===== config.mk =====
export PLATFORM = sky130hd
export DESIGN_NAME = alu_seq_ctrl
export DESIGN_NICKNAME = d
export VERILOG_FILES = /design/src/rtl/alu_seq_ctrl.sv
export SDC_FILE = /design/constraint.sdc
export NUM_CORES = 1
export LEC_CHECK = 0
export CORE_ASPECT_RATIO = 0.75
export CORE_MARGIN = 4
export CORE_UTILIZATION = 44
export DETAILED_ROUTE_END_ITERATION = 8
export GPL_TIMING_DRIVEN = 0
export PLACE_DENSITY = 0.7
export SYNTH_ARGS = -nofsm -noshare
export SYNTH_HDL_FRONTEND = slang
export SYNTH_SLANG_ARGS = --single-unit

===== constraint.sdc =====
create_clock -name clk -period 2.6 [get_ports clk]
set_clock_uncertainty 0.2 [all_clocks]
set_input_delay 0.65 -clock clk [delete_from_list [all_inputs] [get_ports clk]]
set_output_delay 0.65 -clock clk [all_outputs]
set_load 0.01 [all_outputs]

===== src/rtl/alu_seq_ctrl.sv =====
// alu_seq_ctrl: instruction sequencer for the shared 8-bit ALU.
// Accepts one instruction per handshake, keeps the accumulator and carry flag,
// and runs an 8x8 multiply as eight shift-and-add iterations through the ALU.
module alu_seq_ctrl (
    input  logic       clk,
    input  logic       rst,
    input  logic       instr_valid,
    output logic       instr_ready,
    input  logic [3:0] instr_op,
    input  logic [7:0] instr_data,
    output logic [2:0] alu_oper,
    output logic [7:0] alu_a,
    output logic [7:0] alu_b,
    input  logic [7:0] alu_out,
    input  logic       alu_cy,
    output logic [7:0] acc,
    output logic       cy_flag,
    output logic       res_valid,
    output logic       busy,
    output logic       err
);

    localparam int unsigned DW     = 8;
    localparam int unsigned OPW    = 4;
    localparam int unsigned ALUOPW = 3;
    localparam int unsigned CNTW   = 3;

    localparam logic [OPW-1:0]  OP_LOAD  = OPW'(8);
    localparam logic [OPW-1:0]  OP_MUL   = OPW'(9);
    localparam logic [CNTW-1:0] CNT_LAST = CNTW'(7);

    typedef enum logic [1:0] {
        S_IDLE = 2'd0,
        S_EXEC = 2'd1,
        S_MUL  = 2'd2,
        S_DONE = 2'd3
    } state_e;

    state_e            state_q, state_d;
    logic [OPW-1:0]    op_q, op_d;
    logic [DW-1:0]     data_q, data_d;
    logic [DW-1:0]     acc_q, acc_d;
    logic              cy_q, cy_d;
    logic              err_q, err_d;
    logic [DW-1:0]     p_q, p_d;
    logic [DW-1:0]     m_q, m_d;
    logic [DW-1:0]     q_q, q_d;
    logic              ovf_q, ovf_d;
    logic              mlost_q, mlost_d;
    logic [CNTW-1:0]   cnt_q, cnt_d;

    assign acc     = acc_q;
    assign cy_flag = cy_q;
    assign err     = err_q;

    // Next-state, datapath updates and ALU port drive
    always_comb begin
        state_d     = state_q;
        op_d        = op_q;
        data_d      = data_q;
        acc_d       = acc_q;
        cy_d        = cy_q;
        err_d       = err_q;
        p_d         = p_q;
        m_d         = m_q;
        q_d         = q_q;
        ovf_d       = ovf_q;
        mlost_d     = mlost_q;
        cnt_d       = cnt_q;
        instr_ready = 1'b0;
        res_valid   = 1'b0;
        busy        = 1'b1;
        alu_oper    = '0;
        alu_a       = acc_q;
        alu_b       = '0;

        case (state_q)
            S_IDLE: begin
                instr_ready = 1'b1;
                busy        = 1'b0;
                if (instr_valid) begin
                    op_d   = instr_op;
                    data_d = instr_data;
                    if (instr_op == OP_MUL) begin
                        p_d     = '0;
                        m_d     = acc_q;
                        q_d     = instr_data;
                        ovf_d   = 1'b0;
                        mlost_d = 1'b0;
                        cnt_d   = '0;
                        state_d = S_MUL;
                    end else begin
                        state_d = S_EXEC;
                    end
                end
            end
            S_EXEC: begin
                alu_oper = op_q[ALUOPW-1:0];
                alu_b    = data_q;
                if (op_q[OPW-1] == 1'b0) begin
                    acc_d = alu_out;
                    cy_d  = alu_cy;
                end else if (op_q == OP_LOAD) begin
                    acc_d = data_q;
                    cy_d  = 1'b0;
                end else begin
                    err_d = 1'b1;
                end
                state_d = S_DONE;
            end
            S_MUL: begin
                alu_a = p_q;
                alu_b = m_q;
                if (q_q[0]) begin
                    p_d   = alu_out;
                    // a set multiplier bit after M lost a high bit means the product overflowed
                    ovf_d = ovf_q | alu_cy | mlost_q;
                end
                mlost_d = mlost_q | m_q[DW-1];
                m_d     = {m_q[DW-2:0], 1'b0};
                q_d     = {1'b0, q_q[DW-1:1]};
                cnt_d   = cnt_q + CNTW'(1);
                if (cnt_q == CNT_LAST) begin
                    acc_d   = p_d;
                    cy_d    = ovf_d;
                    state_d = S_DONE;
                end
            end
            S_DONE: begin
                res_valid = 1'b1;
                state_d   = S_IDLE;
            end
            default: state_d = S_IDLE;
        endcase
    end

    // State and datapath registers, synchronous reset
    always_ff @(posedge clk) begin
        if (rst) begin
            state_q <= S_IDLE;
            op_q    <= '0;
            data_q  <= '0;
            acc_q   <= '0;
            cy_q    <= 1'b0;
            err_q   <= 1'b0;
            p_q     <= '0;
            m_q     <= '0;
            q_q     <= '0;
            ovf_q   <= 1'b0;
            mlost_q <= 1'b0;
            cnt_q   <= '0;
        end else begin
            state_q <= state_d;
            op_q    <= op_d;
            data_q  <= data_d;
            acc_q   <= acc_d;
            cy_q    <= cy_d;
            err_q   <= err_d;
            p_q     <= p_d;
            m_q     <= m_d;
            q_q     <= q_d;
            ovf_q   <= ovf_d;
            mlost_q <= mlost_d;
            cnt_q   <= cnt_d;
        end
    end

endmodule


==> run summary, run 1 <==
The run finished with clean final reports. The number of nets handed over by synthesis was 331. The number of enable-type register cells in the synthesized netlist came out at 0. The tree built by TritonCTS fans out to 53 sinks.

The distinct cell type count of the synthesized netlist is 33. The final critical-path required period is 2.56 ns. Relative to the synthesized area, the layout overhead comes to 32.5%. The first-pass detailed-route iteration total came out at 4. The worst relative slew slack came out at 0.557. The die width is 98.0 µm. The required time of the critical path is 1.75 ns.

The routability congestion estimate from global placement came out at 0.819. The later-pin clock latency in the skew report came out at 0.32 ns. In the synthesized netlist the dominant register cell turns out to be sky130_fd_sc_hd__dfxtp_1.

The worst setup path is captured at a primary output. Timing analysis after detailed placement gives a worst setup slack of -0.429 ns. The largest area contributor in the synthesized netlist is sky130_fd_sc_hd__dfxtp_1. The first global-routing pass estimated 11.4 mm of wire.

The critical path class is reg -> out. A synthesized cell averages 8.93 µm². The quantity of I/O buffers inserted on ports came out at 55.

Dividing the detail-routed wire length by the instance count gives 16.9 µm. The total of warnings raised by yosys is 0. The sum of internal, switching and leakage power is 0.00330 W. The number of buffers inserted for hold repair after clock tree synthesis is 0. The synthesized netlist occupies a cell area of 2670 µm². The number of failing hold endpoints at the final stage was 0. The net count reported at finish came out at 397. The residual DRC count is 0. The number of global-route vias before repair came to 2,214. The cell sitting at the root of the clock tree is a sky130_fd_sc_hd__clkbuf_8.

The reported leakage power came out at 1.28 nW. The share of synthesized area in the top cell type comes to 0.397. The share of the Yosys chip area taken by registers is 0.397. The largest net degree at the start of global routing is 17.

IR analysis of the VDD net gives a maximum drop of 0.636 mV. The maximum clock frequency came out at 390 MHz. The aggregate global routing overflow came out at 0. Of the available clock period, the critical path in the final layout requires 0.985. STA classifies the critical path startpoint as a flip-flop. The number of synthesized register bits came out at 53. For this run, asynchronously set or reset flops after synthesis account for 0.

The number of inserted diodes is 0. The count of cells along the worst hold path came out at 2. The part of the total power dissipated in sequential elements is 0.342. The CTS tree is built.

The final setup violation count is 0. The depth of the CTS H-tree came out at 2. At the worst endpoint, the arrival time is 1.71 ns. The effective utilization at floorplan came out at 0.456. The fill cell total of the finished layout is 565. The number of antenna violations at the first check in global routing is 0. The total number of placement rows came out at 24.

The register-to-register setup slack is 0.43 ns. The worst-case setup margin in the final layout is 0.0389 ns. The path class of the tightest hold or removal check is reg -> reg.

The fraction of power spent switching nets is 0.400. The count of mapped cells out of synthesis is 299. The routed design has 7.51 mm of wire. The clock slew seen by the registers of the worst setup and hold paths came out at 0.09 ns. Once layout is complete, the utilization of the core stands at 0.604. The routed via count divided by cell count is 5.46. The core outline area is 5860 µm².

On the final layout, the worst hold slack is 0.277 ns. The area of placed instances is 3320 µm². Across every metal layer, demand over resource in global routing totals 0.198. Detailed placement ended at an HPWL of 5.50 mm. The total power density per cell area came out at 933 nW/µm². The clock share of power is 0.144. The detail route stage leaves a number of antenna-violating nets equal to 0. The cell count of the worst reg-to-reg path is 9. The worst-case clock buffer depth is 2. Of the total power, combinational logic draws 0.514. Ranked by total cell area, the synthesized netlist is headed by sky130_fd_sc_hd__dfxtp_1 40%, sky130_fd_sc_hd__mux2i_1 9.0%, sky130_fd_sc_hd__mux2_2 6.7%. For this block, the initial DRC count from the detailed router was 108. The overall die area is 7390 µm². The reported max-cap violation count is 0. The peak fanout along the critical path is 10.

The floorplan step set the die height to 75.5 µm. TritonCTS created 5 clock buffers. The net load switching power came out at 0.00132 W. For the pin with the worst max-slew slack, the measured transition is 0.663 ns. The fraction of final layout cells with drive strength greater than 1 came out at 0.158.

The final max-slew violation count is 0. The number of top-level pins came out at 56. The final design instance area without fill came out at 3540 µm². The internal portion of the total power is 0.00198 W. The routed layout has 2,424 vias.
-- cells in the mapped netlist (7+ instances only) --
cell type                  count
sky130_fd_sc_hd__a22o_1        9
sky130_fd_sc_hd__buf_2         7
sky130_fd_sc_hd__mux2i_1      24
sky130_fd_sc_hd__mux2_2       16
sky130_fd_sc_hd__clkbuf_1      8
sky130_fd_sc_hd__nor2b_1       9
sky130_fd_sc_hd__ha_1          8
sky130_fd_sc_hd__dfxtp_1      53
sky130_fd_sc_hd__nand2_1      48
sky130_fd_sc_hd__nor2_1       20
sky130_fd_sc_hd__a21oi_1      29
sky130_fd_sc_hd__o211ai_1      8
sky130_fd_sc_hd__a22oi_1       9
sky130_fd_sc_hd__a211oi_1     16
-- sequential cells by signal, summed over array words and instances, names as in the netlist --
register and flops:
acc 8, cnt_q 3, cy_flag 1, data_q 8
err 1, m_q 8, mlost_q 1, op_q 4
ovf_q 1, p_q 8, q_q 8, state_q 2
-- per-layer routing --
layer,GRT usage,vias to the layer above,wire [µm]
met2,0.336,64,3430
met1,0.266,1150,3570
li1,-,1202,-
met3,0.0348,8,413
met4,0.0553,0,99
met5,0,-,0
-- what timing repair did --
item                                    in CTS  in global routing
resized for setup                           67                  4
endpoints found under the setup margin      20                  7
setup buffers                                2                  2
gates cloned                                 0                  0
-- per-stage QoR --
step | TNS, ns | instances
floorplan | 0 | 299
global placement | -4.88 | 432
detailed placement | -5.07 | 432
CTS | -0.0481 | 442
global route | -0.0114 | 444
finish | 0 | 444
-- worst paths after layout --
check	from	endpoint
max reg2reg	state_q[1]	p_q[0]
min	cnt_q[1]	cnt_q[1]
max	state_q[0]	alu_a[6]
min reg2reg	cnt_q[1]	cnt_q[1]
-- critical path, stage by stage, from the launching register on --
cell and delay, ns:
sky130_fd_sc_hd__dfxtp_4 0.37, sky130_fd_sc_hd__inv_6 0.09, sky130_fd_sc_hd__ha_4 0.17, sky130_fd_sc_hd__buf_12 0.14
sky130_fd_sc_hd__mux2_2 0.34, sky130_fd_sc_hd__dlygate4sd2_1 0.28
-- cell type report --
class,instances,area (µm²),area share
Buffer,22,176,0.0499
Clock buffer,6,72.6,0.0205
Clock inverter,2,15.0,0.00424
Inverter,5,26.3,0.00743
Multi-Input combinational cell,219,1540,0.435
Sequential cell,53,1070,0.302
Tap cell,78,97.6,0.0276
Timing Repair Buffer,59,543,0.154
-- cell families (layout without fill, tap and decap cells) --
logic type	after synthesis	count (layout)	share of synthesized area
AOI/OAI and AO/OA	77	77	0.198
adders and majority gates	8	8	0.0375
buffers and inverters	27	94	0.0483
DFF	53	53	0.397
muxes	40	40	0.157
and+or+nand+nor	94	94	0.162
-- layout by cell type, fill, tap and decap left out, drive strengths merged, types with 15 or more instances in the layout --
cell type      synthesis  routed
a211oi                16      16
a21oi                 30      30
buf                   14      21
clkbuf                 8      15
clkdlybuf4s50          0      35
dfxtp                 53      53
dlygate4sd2            0      15
mux2                  16      16
mux2i                 24      24
nand2                 48      48
nor2                  20      20
-- power by group through the flow --
stage	Sequential (W)	Combinational [W]	Clock (W)
final	0.00113	0.00170	0.000476
after floorplan	0.00109	0.000961	0
after detailed placement	0.00112	0.00150	0
after global routing	0.00114	0.00184	0.000504
after global placement	0.00111	0.00147	0
after CTS	0.00113	0.00166	0.000485
(Power assumes the default switching activity.)
==> run 2, diff against run 1 <==
--- a/config.mk
+++ b/config.mk
@@ -7,10 +7,10 @@
 export LEC_CHECK = 0
 export CORE_ASPECT_RATIO = 0.75
 export CORE_MARGIN = 4
-export CORE_UTILIZATION = 44
+export CORE_UTILIZATION = 51
 export DETAILED_ROUTE_END_ITERATION = 8
 export GPL_TIMING_DRIVEN = 0
-export PLACE_DENSITY = 0.7
+export PLACE_DENSITY = 0.8
 export SYNTH_ARGS = -nofsm -noshare
 export SYNTH_HDL_FRONTEND = slang
 export SYNTH_SLANG_ARGS = --single-unit
==> run 2 against run 1 <==
Compared with the run above: register-to-register slack improved by 0.04 ns; die area decreased by 12%; combinational power increased by 2%; sequential cell count unchanged; hold slack got worse by 0.0083 ns; non-clock buffer count increased by 3; setup slack improved by 0.020 ns; routed wire length increased by 2.3%; cell area increased by 0.64%; via count increased by 4.8%; critical path depth unchanged.
==> run summary, run 2 (synthesis gave the netlist of run 1 again) <==
After the flow finishes, the layout carries non-filler instances totaling 440. Once placement completed, the tool counted placed cells totaling 426. The critical path goes through inv_6 > ha_4 > buf_12 > mux2_2 > dlygate4sd2_1.

The clock tree root driver cell is sky130_fd_sc_hd__clkbuf_8. The depth of the CTS H-tree came out at 2. In the layout the commonest cells are 51 x sky130_fd_sc_hd__dfxtp_1, 48 x sky130_fd_sc_hd__nand2_1, 35 x sky130_fd_sc_hd__clkdlybuf4s50_1. The number of antenna violations at the first check in global routing came to 0. The first-pass detailed-route iteration total is 4. The slowest stage cell on the critical path is sky130_fd_sc_hd__dfxtp_4. The largest incremental delay on the critical path is 0.37 ns.

The type of element launching the critical path is a flip-flop. The worst hold slack across all endpoints is 0.269 ns. The design draws 0.00343 W.

Of the total power, the share spent switching nets is 0.393. The total power density per cell area is 963 nW/µm². The worst setup path is of the reg -> out kind.

The y dimension of the die is 70.7 µm. The internal power summed over all cells is 0.00208 W. The worst-case setup margin in the final layout is 0.0593 ns. In the finished design, the share of the clock period the worst path needs comes to 0.977. Routability-driven placement finished with a final weighted congestion of 0.872. The final setup violation count came out at 0. The flow ran to the end, and the final reports show no timing, DRC or antenna violations. The required time of the critical path is 1.75 ns. The first global-routing pass estimated 12.5 mm of wire.

After clock tree synthesis, the clock-pin slew on the worst setup and hold paths is 0.09 ns. Headroom to the max-slew limit came out at 0.546. The combinational power share is 0.508.

The net count reported at finish came out at 400. The die width is 91.6 µm. The detail-routed net length per standard cell is 17.5 µm. The routed via count divided by cell count is 5.77. The number of inserted diodes is 0.

The number of global-route vias before repair is 2,425. The total wire length after detailed routing came out at 7.69 mm. The number of failing hold endpoints at the final stage is 0. The residual DRC count came out at 0. The worst setup timing slack at the placement stage came out at -0.415 ns. The number of antenna-violating nets in the routed design is 0. The data arrival time of the critical path came out at 1.69 ns. The reported max-cap violation count is 0.

Buffers inserted during clock tree synthesis total 5. The net load switching power came out at 0.00135 W. In this run the worst setup path begins at state_q[0]. The routed design could run at a clock period as short as 2.54 ns.

The maximum clock frequency came out at 394 MHz. In this run the worst path has a maximum fanout of 10. The core outline area is 4980 µm². Of the total power, the clock network draws 0.163. Entering global routing, the biggest net connects 16 pins. The endpoint class of the critical path is a primary output. The critical register-to-register path endpoint is p_q[0]. The global-route usage over all layers came out at 0.239. The CTS tree is built. Port buffering added 55 buffers. The fraction of final layout cells with drive strength greater than 1 is 0.166. The effective utilization at floorplan is 0.536.

Once detailed placement completed, the half-perimeter wirelength came to 5.24 mm. The aggregate global routing overflow came out at 0. The tightest min-delay check is of the reg -> reg type. The via total after detailed routing is 2,540.

The end point of the critical path is alu_a[3]. The violation count after the first detailed-route iteration came out at 182. The part of the total power dissipated in sequential elements came out at 0.330. The register-to-register setup slack is 0.47 ns. Setup repair after global routing left no endpoint under its margin. During I/O placement, the number of pins put on the boundary was 56.

The signed area change from the synthesized netlist to the final layout is 33.3%. The maximum vdd drop came out at 0.799 mV. The later-pin clock latency in the skew report is 0.32 ns. The cell count of the worst reg-to-reg path came out at 8.

The startpoint identified for the worst register-to-register timing path is state_q[1]. The most common library cell in the layout ignoring fill and taps is sky130_fd_sc_hd__dfxtp_1. The die covers 6470 µm². The transition time of the tightest slew-check pin came out at 0.678 ns.

The CTS sink count came out at 53. The reported leakage power came out at 1.32 nW. The worst-case clock buffer depth came out at 2. Row generation in the floorplan step produced 22 rows. The final max-slew violation count came to 0.
==> run 2: stage by stage <==
step | cell area, µm² | TNS, ns | util
finish | 3560 | 0 | 0.714
global route | 3560 | 0 | 0.714
CTS | 3530 | -0.0728 | 0.708
detailed placement | 3310 | -5.08 | 0.664
global placement | 3310 | -4.69 | 0.664
floorplan | 2670 | 0 | -
==> run 2: what timing repair did <==
item	in CTS	in global routing
endpoints found under the hold margin	0	0
hold buffers	0	0
gates cloned	1	0
gates resized for setup	59	11
buffers inserted	1	5
endpoints found under the setup margin	20	15
pin swaps	0	1
==> run 2: worst max-delay path, delay by kind of cell, from the launching register on <==
| family | cells | cell delay [ns] |
|---|---|---|
| fa+ha+maj | 1 | 0.17 |
| buf+inv | 3 | 0.51 |
| flops | 1 | 0.37 |
| mux | 1 | 0.33 |
==> run 2: area by class of cell <==
| class | count | area, µm² |
|---|---|---|
| Buffer | 22 | 168 |
| Multi-Input combinational cell | 219 | 1540 |
| Tap cell | 72 | 90.1 |
| Clock inverter | 2 | 35.0 |
| Fill cell | 386 | 1420 |
| Inverter | 5 | 26.3 |
| Sequential cell | 53 | 1070 |
| Clock buffer | 5 | 68.8 |
| Timing Repair Buffer | 62 | 563 |
==> run 2: worst min path at each step <==
stage / cells past startpoint / from / to / slack (ns)
after floorplan: 2 / q_q[7] / q_q[7] / 0.23
after detailed placement: 2 / cnt_q[2] / cnt_q[2] / 0.26
final: 2 / cnt_q[2] / cnt_q[2] / 0.27
after global routing: 2 / cnt_q[2] / cnt_q[2] / 0.30
after global placement: 2 / cnt_q[1] / cnt_q[1] / 0.24
after CTS: 2 / cnt_q[2] / cnt_q[2] / 0.27
==> run 2: power by group through the flow <==
stage	clock network, W	logic, W	registers, W
5_1_grt	0.000595	0.00188	0.00115
6_report	0.000558	0.00174	0.00113
3_5_place_dp	0	0.00149	0.00111
4_1_cts	0.000556	0.00165	0.00112
3_3_place_gp	0	0.00146	0.00111
2_1_floorplan	0	0.000961	0.00109
==> run 2: routing by layer <==
metal	share of wire	global-route usage
met1	0.44	0.315
met2	0.47	0.398
met3	0.070	0.0531
met4	0.014	0.0652
met5	0	0
==> run 3, diff against run 2 <==
--- a/config.mk
+++ b/config.mk
@@ -5,6 +5,7 @@
 export SDC_FILE = /design/constraint.sdc
 export NUM_CORES = 1
 export LEC_CHECK = 0
+export ABC_CLOCK_PERIOD_IN_PS = 2600
 export CORE_ASPECT_RATIO = 0.75
 export CORE_MARGIN = 4
 export CORE_UTILIZATION = 51
==> results of run 3 <==
No change in the layout: final DEF, timing and power equal those of run 2.
